File: config.mk
export PLATFORM = sky130hd
export DESIGN_NAME = dp_autorange
export DESIGN_NICKNAME = d
export VERILOG_FILES = /design/src/rtl/dp_autorange.sv
export SDC_FILE = /design/constraint.sdc
export NUM_CORES = 1
export LEC_CHECK = 0
export CAP_MARGIN = 15
export CORE_ASPECT_RATIO = 0.7
export CORE_UTILIZATION = 40
export CTS_BUF_LIST = sky130_fd_sc_hd__clkbuf_4 sky130_fd_sc_hd__clkbuf_8
export CTS_CLUSTER_DIAMETER = 100
export DETAILED_ROUTE_END_ITERATION = 7
export HOLD_SLACK_MARGIN = 0.15
export PLACE_DENSITY = 0.67
export SYNTH_ARGS = -nofsm -noshare
export SYNTH_HDL_FRONTEND = slang
export SYNTH_SLANG_ARGS = --single-unit
File: constraint.sdc
create_clock -name clk -period 3.9 [get_ports clk]
set_input_delay 0.39 -clock clk [delete_from_list [all_inputs] [get_ports clk]]
set_output_delay 0.39 -clock clk [all_outputs]
set_load 0.02 [all_outputs]
File: src/rtl/dp_autorange.sv
// ----------------------------------------------------------------------------
// dp_autorange : decimal-point placement, leading-zero blanking and auto-range
//                control for the frequency/period meter display.
// Revision     : 1.0
// ----------------------------------------------------------------------------
`default_nettype none

module dp_autorange #(
  parameter int DIGITS = 4,
  parameter int RANGES = 4,
  parameter int RSEL_W = 2,
  parameter int HYST   = 2
) (
  input  logic                  clk,
  input  logic                  nRST,
  input  logic                  store,
  input  logic                  measure_mode,
  input  logic [1:0]            avg_dec,
  input  logic                  auto_en,
  input  logic [RSEL_W-1:0]     man_sel,
  input  logic [4*DIGITS-1:0]   bcd_in,
  input  logic                  ovf_in,
  output logic [RSEL_W-1:0]     range_sel,
  output logic [DIGITS-1:0]     dot_led,
  output logic [DIGITS-1:0]     blank,
  output logic [4*DIGITS-1:0]   bcd_out,
  output logic                  over,
  output logic                  upd
);

  // Signed width large enough for DIGITS-1 down to DIGITS-RANGES-3
  localparam int PW = $clog2(DIGITS + RANGES + 4) + 1;
  localparam int UW = $clog2(HYST + 1);
  localparam logic [RSEL_W-1:0] RMAX = RSEL_W'(RANGES - 1);

  typedef enum logic [1:0] {
    IDLE = 2'd0,
    CAP  = 2'd1,
    EVAL = 2'd2
  } state_t;

  state_t               state;
  logic                 store_d;
  logic                 skip;
  logic [UW-1:0]        under_cnt;
  logic [4*DIGITS-1:0]  cap_bcd;
  logic                 cap_ovf;

  logic                 store_edge;
  logic signed [PW-1:0] p;
  int                   pmax;
  logic                 lead;
  logic [DIGITS-1:0]    dot_nx;
  logic [DIGITS-1:0]    blank_nx;
  logic [RSEL_W-1:0]    man_c;
  logic                 msd_zero;

  assign store_edge = store & ~store_d;
  assign man_c      = (int'(man_sel) >= RANGES) ? RMAX : man_sel;
  assign msd_zero   = (cap_bcd[4*DIGITS-1 -: 4] == 4'd0);

  always_comb begin
    p        = PW'(DIGITS - 1) - PW'(range_sel) - (measure_mode ? PW'(avg_dec) : PW'(0));
    pmax     = (p < 0) ? 0 : int'(p);
    dot_nx   = '0;
    blank_nx = '0;
    lead     = 1'b1;
    // Scan from the MSD; blanking stops at the first non-zero digit or at the dot
    for (int i = DIGITS - 1; i >= 0; i--) begin
      if (int'(p) == i) dot_nx[i] = 1'b1;
      if (lead && (i > pmax) && (cap_bcd[4*i +: 4] == 4'd0)) blank_nx[i] = 1'b1;
      else lead = 1'b0;
    end
  end

  always_ff @(posedge clk or negedge nRST) begin
    if (!nRST) begin
      state     <= IDLE;
      store_d   <= 1'b0;
      skip      <= 1'b0;
      under_cnt <= '0;
      cap_bcd   <= '0;
      cap_ovf   <= 1'b0;
      range_sel <= '0;
      dot_led   <= '0;
      blank     <= '0;
      bcd_out   <= '0;
      over      <= 1'b0;
      upd       <= 1'b0;
    end else begin
      store_d <= store;
      upd     <= 1'b0;
      case (state)
        IDLE: if (store_edge) state <= CAP;
        CAP: begin
          cap_bcd <= bcd_in;
          cap_ovf <= ovf_in;
          state   <= EVAL;
        end
        EVAL: begin
          state <= IDLE;
          if (skip) begin
            skip <= 1'b0;
          end else begin
            bcd_out <= cap_bcd;
            over    <= cap_ovf;
            dot_led <= dot_nx;
            blank   <= blank_nx;
            upd     <= 1'b1;
          end
          // Any range change discards the next result while the gate settles
          if (!auto_en) begin
            range_sel <= man_c;
            under_cnt <= '0;
            if (man_c != range_sel) skip <= 1'b1;
          end else if (cap_ovf) begin
            under_cnt <= '0;
            if (range_sel < RMAX) begin
              range_sel <= range_sel + 1'b1;
              skip      <= 1'b1;
            end
          end else if (msd_zero && (range_sel != '0)) begin
            if (int'(under_cnt) + 1 >= HYST) begin
              range_sel <= range_sel - 1'b1;
              skip      <= 1'b1;
              under_cnt <= '0;
            end else begin
              under_cnt <= under_cnt + 1'b1;
            end
          end else begin
            under_cnt <= '0;
          end
        end
        default: state <= IDLE;
      endcase
    end
  end

endmodule

`default_nettype wire

== Word-level counts from Yosys, hierarchy flattened ==
Cells that the tools add are included.
Operators by class
  add/subtract/negate cells: 6
  $mul: 0
  divide/modulo/power cells: 0
  $lt $le $gt $ge: 7
  equality and inequality tests: 10
  shift-type cells: 0
  multiplexer cells: 31
  bitwise operators: 3
  reductions and logical operators: 17
Operators by type and width (count)
  > comparator 3 x 32 -> 1 bit (first input constant): 2
  > comparator 1 x 32 -> 1 bit (first input constant): 1
  > comparator 2 x 32 -> 1 bit (first input constant): 1
  logical NOT 32 bit: 1
  2-to-1 mux 32 bit: 1
  2-to-1 mux 2 bit: 11
  2-to-1 mux 1 bit: 18
  logical NOT 4 bit: 4
  == test 4 x 3 -> 1 bit (second input constant): 2
  logical AND 1 bit: 8
  inequality test 3 x 1 -> 1 bit (second input constant): 2
  adder 2 x 1 -> 2 bit (second input constant): 2
  == test 4 x 2 -> 1 bit (second input constant): 1
  < comparator 4 x 1 -> 1 bit (second input constant): 1
  one-hot mux 2 bit (2 select lines): 1
  AND reduction 4 bit: 1
  subtractor 3 x 3 -> 4 bit: 1
  adder 2 x 1 -> 3 bit (second input constant): 1
  >= comparator 3 x 2 -> 1 bit (second input constant): 1
  inequality test 3 x 2 -> 1 bit (second input constant): 1
  subtractor 2 x 2 -> 3 bit (first input constant): 1
  == test 2 x 1 -> 1 bit (second input constant): 1
  == test 2 bit (second input constant): 1
  logical NOT 2 bit: 1
  other kinds (8): 9
Storage, ports and cells
  flip-flop bits (word level): 51
  latch bits: 0
  RAM bits: 0
  bits in read-only memories: 0
  bits of input ports: 26
  output and inout port bits: 28
  word-level logic and storage cells: 86
  memories kept: 0

== Longest topological paths before layout ==
  depth in word-level cells: 16
  mapped depth: 7
  depth with buffers taken out: 7

== Least setup slack after synthesis ==
Ideal clock, no wire load.
  path type: reg2reg
  from: register range_sel[1]
  to: register blank[1]
  library setup time: 0.122 ns
  data arrival time: 1.567 ns
  required time: 3.778 ns
  setup slack: 2.211 ns
  stages on the path, launching flop included: 6
  buffers on the path: 0
  period minus slack after synthesis: 1.689 ns
  path through: dfrtp_1 > inv_1 > fa_1 > nor2b_1 > o21ai_0 > o31ai_2
On the way
  word-level cells in the longest chain between the ends: 13
  elaborated cells between the ends (all ways): 15
  classes of those cells: add/sub: 2; order compare: 4; mux: 4; reduce/logical: 5
Ends and longest elaborated chain
  from (decl): line 23  | output logic [RSEL_W-1:0] range_sel,
  from (signal assigned): line 113  | range_sel <= man_c;
  from (signal assigned): line 119  | range_sel <= range_sel + 1'b1;
  from (signal assigned): line 124  | range_sel <= range_sel - 1'b1;
  subtractor 2 x 2 -> 3 bit (*): line 63  | p = PW'(DIGITS - 1) - PW'(range_sel) - (measure_mode ? PW'(avg_dec) : PW'(0));
  subtractor 3 x 3 -> 4 bit (*): line 63
  < comparator 4 x 1 -> 1 bit: line 64  | pmax = (p < 0) ? 0 : int'(p);
  2-to-1 mux 32 bit (*): line 64
  > comparator 3 x 32 -> 1 bit: line 71  | if (lead && (i > pmax) && (cap_bcd[4*i +: 4] == 4'd0)) blank_nx[i] = 1'b1;
  logical AND 1 bit: line 71
  2-to-1 mux 1 bit: line 71
  logical AND 1 bit (2 in series): line 71
  2-to-1 mux 1 bit: line 71
  logical AND 1 bit (*) (2 in series): line 71
  2-to-1 mux 1 bit (*): line 71
  to (signal assigned): line 108  | blank <= blank_nx;
  to (decl): line 25  | output logic [DIGITS-1:0] blank,
Mark *: on every way between the ends. The rest lies on a longest branch, timed or not.
A chain may end at the register's enable or synchronous reset.

== Worst setup path after layout ==
  from: input port measure_mode
  to: register blank[1]
On the way
  word-level cells in the longest chain between the ends: 13
  elaborated cells between the ends (all ways): 15
  classes of those cells: add/sub: 1; order compare: 4; mux: 5; reduce/logical: 5
Ends and longest elaborated chain
  from (decl): line 17  | input logic measure_mode,
  2-to-1 mux 2 bit (*): line 63
  subtractor 3 x 3 -> 4 bit (*): line 63
  < comparator 4 x 1 -> 1 bit: line 64
  2-to-1 mux 32 bit (*): line 64
  > comparator 3 x 32 -> 1 bit: line 71
  logical AND 1 bit: line 71
  2-to-1 mux 1 bit: line 71
  logical AND 1 bit (2 in series): line 71
  2-to-1 mux 1 bit: line 71
  logical AND 1 bit (*) (2 in series): line 71
  2-to-1 mux 1 bit (*): line 71
Marks and branches as above.

==> results.ini <==
[outcome]
run_status = completed

[logic_synthesis]
yosysTopAreaCellShare_pct = 56.31
yosysSeqAreaShare_pct = 56.31
synth_seq_cells = 50
ys_top_cells_by_area = dfrtp_1, nand2_1, mux2_2, ha_1, buf_6
synth.largest_area_cell = dfrtp_1
syn_area_per_cell_sq_um = 11.00
synth_area_sq_um = 2222
synth_cell_types = 44
synthesis.nets = 233
yosysWarnings = 0
synth_edf_count = 0
synth_cells = 202
ys.flop_type = dfrtp_1
async_flop_share_pct = 100.0

[flow_run]
maxCapViolCount = 0

[min_path]
min_from = store_d$_DFF_PN0_
hold_end = state[0]$_DFFE_PN0P_
holdPathStages = 1
hold_class = flop to flop

[place]
place_congestion = 0.7355
dp_hpwl_microns = 3042
pre_cts_slack_ps = 1696
numPortBuffers = 52
placedCellCount = 315

[drt]
vias = 1561
wirelength_microns = 4294
firstDrtPassIters = 4
wire_per_inst_microns = 13.29
ant_nets = 0
drt_iter0_drc = 56
vias_per_cell = 4.833
drc = 0

[floorplanning]
die_width_microns = 91.09
die_h_microns = 64.36
die-area_sq_um = 5862
rows = 22
core-area_sq_um = 5285
start_util_pct = 42.05
boundaryPins = 54

[timing]
clock_skew_ps = 5.940
post-route-min-period_ps = 1912
worstMarginPinSlew_ps = 633.8
finalCritPeriodShare_pct = 49.04
hold_violations = 0
maxSlewViolCount = 0
rsz0062_at_grt = no
tns_ps = 0
setup_viol = 0
max_freq_ghz = 0.5229
slew_headroom_pct = 57.70
worst_slack_ps = 1988

[finish]
final_nets = 282
n_fill_cell = 494
n_antenna_cell = 0
final_cell_count_no_fill = 323
synthToLayoutAreaGrowth_pct = 27.87
drive_gt1_share_pct = 13.15

[power]
ir_worst_vdd_v = 0.0004011
total_power_w = 0.001801
power.density_nw_per_um2 = 633.8
leakagePower_nw = 1.278

[clock_tree]
clk_latency_ps = 300
cts.sinks = 50
clk_pin_slew_worst_paths_ps = 90
cts_buffers = 5
h-tree-depth = 2
cts_tree = done
root_buffer = clkbuf_8
cts_buffer_depth = 2

[critical_path]
r2r_setup_slack_ps = 2040
critPathCaptureType = flop
worstPathRequired_ps = 4120
r2r_cells = 4
crit_arrival_ps = 2130
cp-start-kind = primary input
reg2reg_from = state[0]$_DFFE_PN0P_
rr_endpoint = blank[3]$_DFFE_PN0P_
crit_path_max_fanout = 4
crit_type = primary input to flop

[global_route]
grtUsageTotal_pct = 16.07
grt_start_max_net_pins = 40
grt_pass1_vias = 1488
grt_pass1_wl_microns = 7286
antenna_found_initial = 0
overflow = 0

[per-layer routing]
metal	vias to the layer above	part of all wire (%)	GRT usage (%)
met4	0	0.88	4.167
met5	-	0	0
met3	4	5.9	4.405
met2	40	40	21.21
li1	771	-	-
met1	746	53	25.34
[critical path: stages]
cell and delay, ps:
clkdlybuf4s50_1 470, and2_1 130, ha_1 140, inv_1 50
fa_1 510, nand2_1 100, nand3_1 110, o31ai_2 230
[logic make-up after synthesis]
kind of cell | after synthesis | synth area share, %
and+or+nand+nor | 89 | 19.09
DFF | 50 | 56.31
buffers and inverters | 19 | 5.123
AOI/OAI and AO/OA | 19 | 6.588
other | 1 | 0.1688
muxes | 17 | 8.783
xor gates and xnor gates | 2 | 0.7884
adders and majority gates | 5 | 3.153
[Yosys cell counts, types with 2 or more instances]
cell      count
nand2_1      65
dfrtp_1      50
mux2_2       16
inv_1         7
buf_6         4
clkbuf_1      4
ha_1          4
nand3_1       4
o21ai_0       4
buf_4         3
a21boi_0      2
nor2b_1       2
nor4_1        2
nor4b_1       2
o22ai_1       2
o31ai_1       2
xor2_1        2
[state kept, by name (all words and copies together) (netlist names)]
name and cells:
state 2, over 1, range_sel 2, cap_ovf 1, dot_led 4, blank 3
upd 1, store_d 1, cap_bcd 16, bcd_out 16, skip 1, under_cnt 2
[cells in the final DEF, fill, tap and decap left out, drive strengths merged, types with 3 or more instances in the layout]
master         count
nand2             65
clkdlybuf4s50     51
dfrtp             50
mux2              17
inv                7
clkbuf             7
o21ai              5
nand3              4
ha                 4
o31ai              3
nor4               3
[where the power goes]
group	switching, W	internal [W]	total (W)
registers	0.000126	0.000688	0.000813
clock network	0.000158	0.000138	0.000295
logic	0.000343	0.000349	0.000692
[what timing repair did]
action	in CTS	in global routing
setup buffers	0	0
resized for setup	0	0
endpoints found under the hold margin	11	0
hold buffers	1	0
[through the flow]
step / util [%] / hold WS, ps / cell area (sq um)
floorplan: - / 94.41 / 2222
global placement: 51.99 / 282.7 / 2748
detailed placement: 51.99 / 283.7 / 2748
CTS: 53.76 / 400.8 / 2841
global route: 53.76 / 435.4 / 2841
finish: 53.76 / 400.6 / 2841
[worst max path at each step]
stage | endpoint | slack [ps] | start | cells after the start
after floorplan | blank[1]$_DFFE_PN0P_ | 2210 | range_sel[1]$_DFFE_PN0P_ | 5
after global placement | blank[1]$_DFFE_PN0P_ | 1720 | measure_mode | 8
after detailed placement | blank[1]$_DFFE_PN0P_ | 1700 | measure_mode | 8
after CTS | blank[1]$_DFFE_PN0P_ | 1980 | measure_mode | 8
after global routing | blank[3]$_DFFE_PN0P_ | 1830 | state[0]$_DFFE_PN0P_ | 4
final | blank[1]$_DFFE_PN0P_ | 1990 | measure_mode | 8
[final cells by class]
cell class	count	area (sq um)	share of cell area, %
clock buffer	7	83.83	2.950
inverter	7	26.28	0.9247
sequential	50	1251	44.03
timing repair buffer	54	533.0	18.76
tap	72	90.09	3.170
multi-input combinational	133	857.1	30.16
No activity file was read; power rests on OpenSTA's default activity.
